[config.mk]
export PLATFORM = sky130hd
export DESIGN_NAME = imem_refill_arbiter
export DESIGN_NICKNAME = d
export VERILOG_FILES = /design/src/rtl/imem_refill_arbiter.sv
export SDC_FILE = /design/constraint.sdc
export NUM_CORES = 1
export LEC_CHECK = 0
export BUFFER_PORTS_ARGS = -buffer_cell sky130_fd_sc_hd__buf_2
export CAP_MARGIN = 20
export CORE_MARGIN = 2
export CORE_UTILIZATION = 36
export DETAILED_ROUTE_END_ITERATION = 12
export GPL_TIMING_DRIVEN = 0
export PLACE_DENSITY_LB_ADDON = 0.12
export REMOVE_ABC_BUFFERS = 1
export SLEW_MARGIN = 40
export SYNTH_ARGS = -nofsm -noshare
export SYNTH_HDL_FRONTEND = slang
export SYNTH_SLANG_ARGS = --single-unit
[constraint.sdc]
create_clock -name CLK -period 4.1 [get_ports CLK]
set_input_delay 0.615 -clock CLK [delete_from_list [all_inputs] [get_ports CLK]]
set_output_delay 0.615 -clock CLK [all_outputs]
set_load 0.1 [all_outputs]
[src/rtl/imem_refill_arbiter.sv]
// Shared backing-memory port sequencer: icache line refills and single-word data accesses,
// round-robin arbitrated, one outstanding memory transaction at a time.
module imem_refill_arbiter #(
   parameter int unsigned LINE_WORDS = 8,
   parameter int unsigned ADDR_W     = 32
) (
   input  logic                       CLK,
   input  logic                       RST_N,
   // icache refill side
   input  logic                       ic_req,
   input  logic [ADDR_W-1:0]          ic_addr,
   output logic [32*LINE_WORDS-1:0]   ic_line,
   output logic                       ic_done,
   output logic                       ic_busy,
   // data side
   input  logic                       d_req,
   input  logic                       d_we,
   input  logic [ADDR_W-1:0]          d_addr,
   input  logic [31:0]                d_wdata,
   output logic [31:0]                d_rdata,
   output logic                       d_done,
   // backing memory
   output logic                       mem_req,
   output logic                       mem_we,
   output logic [ADDR_W-1:0]          mem_addr,
   output logic [31:0]                mem_wdata,
   input  logic                       mem_gnt,
   input  logic                       mem_rvalid,
   input  logic [31:0]                mem_rdata
);

   localparam int unsigned OFF_W  = $clog2(LINE_WORDS);
   localparam int unsigned BASE_W = ADDR_W - OFF_W - 2;
   localparam int unsigned WADR_W = ADDR_W - 2;
   localparam logic [OFF_W-1:0] CNT_LAST = OFF_W'(LINE_WORDS - 1);

   typedef enum logic [2:0] {
      StIdle,
      StIcReq,
      StIcWait,
      StIcDone,
      StDReq,
      StDWait,
      StDDone
   } state_e;

   state_e                         state_q, state_d;
   logic [OFF_W-1:0]               cnt_q, cnt_d;
   logic                           last_ic_q, last_ic_d;
   logic [BASE_W-1:0]              ic_base_q, ic_base_d;
   logic [WADR_W-1:0]              d_waddr_q, d_waddr_d;
   logic                           d_we_q, d_we_d;
   logic [31:0]                    d_wdata_q, d_wdata_d;
   logic [LINE_WORDS-1:0][31:0]    line_q, line_d;
   logic [31:0]                    rdata_q, rdata_d;

   // Line-offset and byte-offset address bits are dropped at grant time.
   logic unused_addr_bits;
   assign unused_addr_bits = ^{ic_addr[OFF_W+1:0], d_addr[1:0]};

   always_ff @(posedge CLK or negedge RST_N) begin
      if (!RST_N) begin
         state_q   <= StIdle;
         cnt_q     <= '0;
         last_ic_q <= 1'b0;
         ic_base_q <= '0;
         d_waddr_q <= '0;
         d_we_q    <= 1'b0;
         d_wdata_q <= '0;
         line_q    <= '0;
         rdata_q   <= '0;
      end else begin
         state_q   <= state_d;
         cnt_q     <= cnt_d;
         last_ic_q <= last_ic_d;
         ic_base_q <= ic_base_d;
         d_waddr_q <= d_waddr_d;
         d_we_q    <= d_we_d;
         d_wdata_q <= d_wdata_d;
         line_q    <= line_d;
         rdata_q   <= rdata_d;
      end
   end

   always_comb begin
      state_d   = state_q;
      cnt_d     = cnt_q;
      last_ic_d = last_ic_q;
      ic_base_d = ic_base_q;
      d_waddr_d = d_waddr_q;
      d_we_d    = d_we_q;
      d_wdata_d = d_wdata_q;
      line_d    = line_q;
      rdata_d   = rdata_q;

      case (state_q)
         StIdle: begin
            // On contention the requester not served last wins.
            if (ic_req && (!d_req || !last_ic_q)) begin
               state_d   = StIcReq;
               ic_base_d = ic_addr[ADDR_W-1 -: BASE_W];
               cnt_d     = '0;
            end else if (d_req) begin
               state_d   = StDReq;
               d_waddr_d = d_addr[ADDR_W-1:2];
               d_we_d    = d_we;
               d_wdata_d = d_wdata;
            end
         end
         StIcReq: begin
            if (mem_gnt) begin
               state_d = StIcWait;
            end
         end
         StIcWait: begin
            if (mem_rvalid) begin
               line_d[cnt_q] = mem_rdata;
               if (cnt_q == CNT_LAST) begin
                  state_d = StIcDone;
               end else begin
                  cnt_d   = cnt_q + OFF_W'(1);
                  state_d = StIcReq;
               end
            end
         end
         StIcDone: begin
            cnt_d     = '0;
            last_ic_d = 1'b1;
            state_d   = StIdle;
         end
         StDReq: begin
            if (mem_gnt) begin
               state_d = d_we_q ? StDDone : StDWait;
            end
         end
         StDWait: begin
            if (mem_rvalid) begin
               rdata_d = mem_rdata;
               state_d = StDDone;
            end
         end
         StDDone: begin
            last_ic_d = 1'b0;
            state_d   = StIdle;
         end
         default: begin
            state_d = StIdle;
         end
      endcase
   end

   // Outputs decode from state and registers only; no mem_* input reaches an output.
   always_comb begin
      mem_req   = 1'b0;
      mem_we    = 1'b0;
      mem_addr  = '0;
      mem_wdata = '0;
      ic_done   = 1'b0;
      ic_busy   = 1'b0;
      d_done    = 1'b0;

      case (state_q)
         StIcReq: begin
            mem_req  = 1'b1;
            mem_addr = {ic_base_q, cnt_q, 2'b00};
            ic_busy  = 1'b1;
         end
         StIcWait: begin
            ic_busy = 1'b1;
         end
         StIcDone: begin
            ic_busy = 1'b1;
            ic_done = 1'b1;
         end
         StDReq: begin
            mem_req   = 1'b1;
            mem_we    = d_we_q;
            mem_addr  = {d_waddr_q, 2'b00};
            mem_wdata = d_wdata_q;
         end
         StDDone: begin
            d_done = 1'b1;
         end
         default: begin
         end
      endcase
   end

   assign ic_line = line_q;
   assign d_rdata = rdata_q;

   assert property (@(posedge CLK) disable iff (!RST_N) ic_done |=> !ic_done);
   assert property (@(posedge CLK) disable iff (!RST_N) !(ic_done && d_done));

endmodule
[Word-level counts from Yosys, hierarchy flattened]
Index checks and enable logic that the tools add are counted.
Word-level totals
  bits in registers: 385
  input bits: 135
  output and inout bits: 357
  logic and storage cells: 74
Operators by class
  add/subtract/negate cells: 1
  magnitude comparators: 2
  equal/unequal tests: 14
  muxes and demuxes: 24
  bitwise operators: 1
  reduce and logical (&&, ||, !) cells: 16
Operators with widths (number)
  $bwmux W256: 1
  $demux W32 S3: 1
  $mux W32: 2
  $pmux W32 S2: 1
  $mux W3: 9
  $pmux W3 S5: 1
  $eq A3 B3 Y1 const B: 4
  $ne A2 B2 Y1 const B: 6
  $pmux W3 S3: 1
  $eq A3 B2 Y1 const B: 2
  $reduce_and A2 Y1: 3
  $mux W1: 5
  $reduce_and A5 Y1: 1
  $lt A3 B4 Y1 const B: 1
  $mux W2: 2
  $reduce_and A4 Y1: 1
  $add A3 B1 Y3 const B: 1
  $eq A3 B1 Y1 const B: 1
  $ge A3 B1 Y1 const B: 1
  $logic_not A3 Y1: 1
  $ne A3 B3 Y1 const B: 1
  $reduce_and A3 Y1: 1
  $reduce_bool A3 Y1: 1
  $reduce_or A3 Y1: 1
  7 further kinds: 9

[Longest topological paths before layout]
  depth after elaboration: 5
  depth in mapped cells: 6
  gate-level depth less buffers: 5

[Least setup slack after synthesis]
OpenSTA, ideal clock, no wires.
  kind: register -> output
  start point: register state_q[1]
  end point: output ic_busy
  data arrival time: 2.176 ns
  data required time: 3.485 ns
  setup slack: 1.309 ns
  cell stages (with the launch flop): 4
  path buffers: 1
  cell sequence: dfrtp_1 -> clkbuf_1 -> inv_1 -> a21oi_1
On the way
  longest elaborated chain between the ends: 3
  elaborated cells on any way between the ends: 5
  classes of those cells: eq/ne (3); mux (1); reduce/logical (1)
RTL lines
  start: declaration: RTL line 47  | state_e state_q, state_d;
  start signal: assignment: RTL line 63  | state_q <= StIdle;
  start signal: assignment: RTL line 73  | state_q <= state_d;
  $eq A3 B2 Y1 / $eq A3 B1 Y1 (equally long branches): RTL line 162  | case (state_q)
  $reduce_or A3 Y1 (no source line) (*)
  $mux W1 (*): RTL line 162
  end: declaration: RTL line 14  | output logic ic_busy,
Mark *: on every way between the ends. The rest lies on a longest branch, timed or not.

[Worst setup path in the final report]
  start point: register state_q[0]
  end point: output mem_addr[5]
On the way
  longest elaborated chain between the ends: 2
  elaborated cells on any way between the ends: 3
  classes of those cells: eq/ne (2); mux (1)
RTL lines
  $eq A3 B3 Y1 / $eq A3 B1 Y1 (equally long branches): RTL line 162
  $pmux W32 S2 (*): RTL line 162
  end: declaration: RTL line 25  | output logic [ADDR_W-1:0] mem_addr,
Marks and branches as above.

==> results_dict.tcl <==
set metrics [dict create \
    cpMaxStageDelayCell "dfrtp_1" \
    rsz0062_at_grt "no" \
    clock_path_buffers 3 \
    first_global_vias 10350 \
    cpPeakStageDelay_ns 0.64 \
    hpwl_microns 31800 \
    first_iter_violations 438 \
    synth_area_leaders "dfrtp_1, mux2_2, mux2_1" \
    end_kind "output port" \
    core_region_area_sq_um 41900 \
    synth_cell_types 37 \
    synthFlopType "dfrtp_1" \
    crit_path_start_kind "register" \
    drc 0 \
    max_clock_freq_mhz 282 \
    setup_viol 0 \
    synth_edf_count 0 \
    wl_microns 44100 \
    ioPinCount 492 \
    drv_slew 0 \
    ant_nets 0 \
    initial_core_util_pct 36.3 \
    clkSinkCount 385 \
    grt_overflow 0 \
    area_growth_pct 32.4 \
    cpMostUsedCell "buf_4" \
    hold_violations 0 \
    antenna_found_initial 0 \
    arrival_ns 2.93 \
    drv_cap 0 \
    path_max_fanout 13 \
    nets 1596 \
    numPortBuffers 482 \
    root_buffer "clkbuf_16" \
    cts_tree "built" \
    syn_area_sq_um 15200 \
    gp_congestion 0.727 \
    fin_crit_ns 3.55 \
    cp_num_cells 8 \
    grt_use_total_pct 20.2 \
    die_height_microns 209 \
    hold_buffers 1 \
    drtPass1Iterations 4 \
    worstMarginPinSlew_ns 0.758 \
    ys_warn_count 0 \
    crit_type "reg2out" \
    num_vias 9675 \
    clock_latency_ns 0.55 \
    vias_per_cell 4.77 \
    status "completed" \
    yosysTopAreaCell "dfrtp_1" \
    rows 75 \
    grt_max_degree 68 \
    die_w_microns 209 \
    crit_family "buffers and inverters" \
    clock_skew_ns 0.00847 \
    required_ns 3.48 \
    cts_resized 0 \
    die_area_sq_um 43900 \
    seq_area_frac_synth_pct 63.4 \
    htreeDepth 2 \
    clk_pin_slew_ns 0.06 \
    netlist.area_leader.share_pct 63.4 \
    async_reset_ff_share_pct 100 \
    syn-mean-instance-area_sq_um 16.2 \
    crit_buf_inv 6 \
    worstPathCellList "inv_1, nor3_2, buf_4, buf_4, buf_4, buf_4, a22o_1, buf_2" \
    ys_ff_latch 385 \
    finalCritPeriodShare_pct 86.6 \
    post-cts-setup-buffers 0 \
    hold_path.class "in2reg" \
    grt_pass1_wl_microns 67100 \
    drive_above_1_share_pct 59.1 \
    fill_cells 3824 \
    avgRoutedWirePerCell_microns 21.7 \
    syn_inst 941 \
    final_common_cell "buf_2" \
    maxSlewHeadroom_pct 49.5 \
    r2r_cells 6 \
    cts_buffers 43 \
    layout_common_cells "buf_2, dfrtp_1, mux2_2, mux2_1, clkbuf_16" \
    setup-tns-final_ns 0 \
    whs_path_depth 2 \
]
[kinds of logic after synthesis]
group                      count (synthesis)  synth area share, %
AOI/OAI and AO/OA                         43                 2.24
DFF                                      385                 63.4
and+or+nand+nor                           71                 2.96
muxes                                    383                 29.1
other                                      1               0.0247
buffers and inverters                     56                 2.13
adders and majority gates                  2                0.165
[path summary, 6_finish.rpt]
| path | from | to | slack (ns) |
|---|---|---|---|
| min reg2reg | ic_line[9]$_DFFE_PN0P_ | ic_line[9]$_DFFE_PN0P_ | 0.48 |
| max | state_q[0]$_DFFE_PN0P_ | mem_addr[5] | 0.55 |
| min | ic_addr[10] | ic_base_q[5]$_DFFE_PN0P_ | 0.29 |
| max in group asynchronous | RST_N | d_rdata[9]$_DFFE_PN0P_ | 2.19 |
| max reg2reg | state_q[1]$_DFFE_PN0P_ | ic_line[78]$_DFFE_PN0P_ | 1.39 |
| min in group asynchronous | RST_N | d_waddr_q[9]$_DFFE_PN0P_ | 0.57 |
[routing by layer]
layer	track usage [%]	vias to the layer above	routed length [microns]
met5	0	-	0
met2	32.2	321	20300
li1	-	4383	-
met1	25.9	4917	18800
met4	5.77	0	923
met3	7.30	54	3960
[cell type report]
| cell class | count | area, sq um | area share, % |
|---|---|---|---|
| Sequential cell | 385 | 9630 | 47.9 |
| Multi-Input combinational cell | 501 | 5310 | 26.4 |
| Timing Repair Buffer | 524 | 3060 | 15.2 |
| Clock buffer | 72 | 1370 | 6.79 |
| Tap cell | 539 | 674 | 3.35 |
| Clock inverter | 3 | 65.1 | 0.323 |
| Inverter | 4 | 15.0 | 0.0746 |
| Antenna cell | 1 | 2.50 | 0.0124 |
[through the flow]
step | hold slack [ns] | cell area (sq um) | instances | utilization, % | setup WS (ns)
2_1_floorplan | 0.319 | 14900 | 890 | - | 0.227
3_3_place_gp | 0.464 | 18000 | 1911 | 43.0 | -5.45
3_5_place_dp | 0.469 | 18700 | 1952 | 44.6 | 1.09
4_1_cts | 0.251 | 20100 | 2028 | 48.1 | 0.468
5_1_grt | 0.275 | 20100 | 2028 | 48.1 | 0.336
6_report | 0.292 | 20100 | 2029 | 48.1 | 0.550
[cells in the mapped netlist, types with 2 or more instances]
master / n
buf_4: 2
a22o_1: 30
nand2b_1: 4
mux2_1: 100
nand2_1: 7
nand4_1: 3
mux2_2: 251
buf_2: 31
nor3_1: 2
and2_1: 33
mux2_4: 30
mux2i_1: 2
inv_1: 4
o21ai_0: 4
and3_1: 3
clkbuf_1: 10
dfrtp_1: 385
nor2b_1: 2
buf_6: 9
ha_1: 2
a21oi_1: 4
nor2_1: 8
[flip-flops by register name, summed over array words and instances, names as in the netlist]
signal and flops:
state_q 3, d_wdata_q 32, ic_line 256, d_rdata 32, last_ic_q 1, d_we_q 1, d_waddr_q 30, cnt_q 3
ic_base_q 27
Power is not shown: default switching activity piles up to over one toggle a cycle in this logic, so the estimate is an artifact.
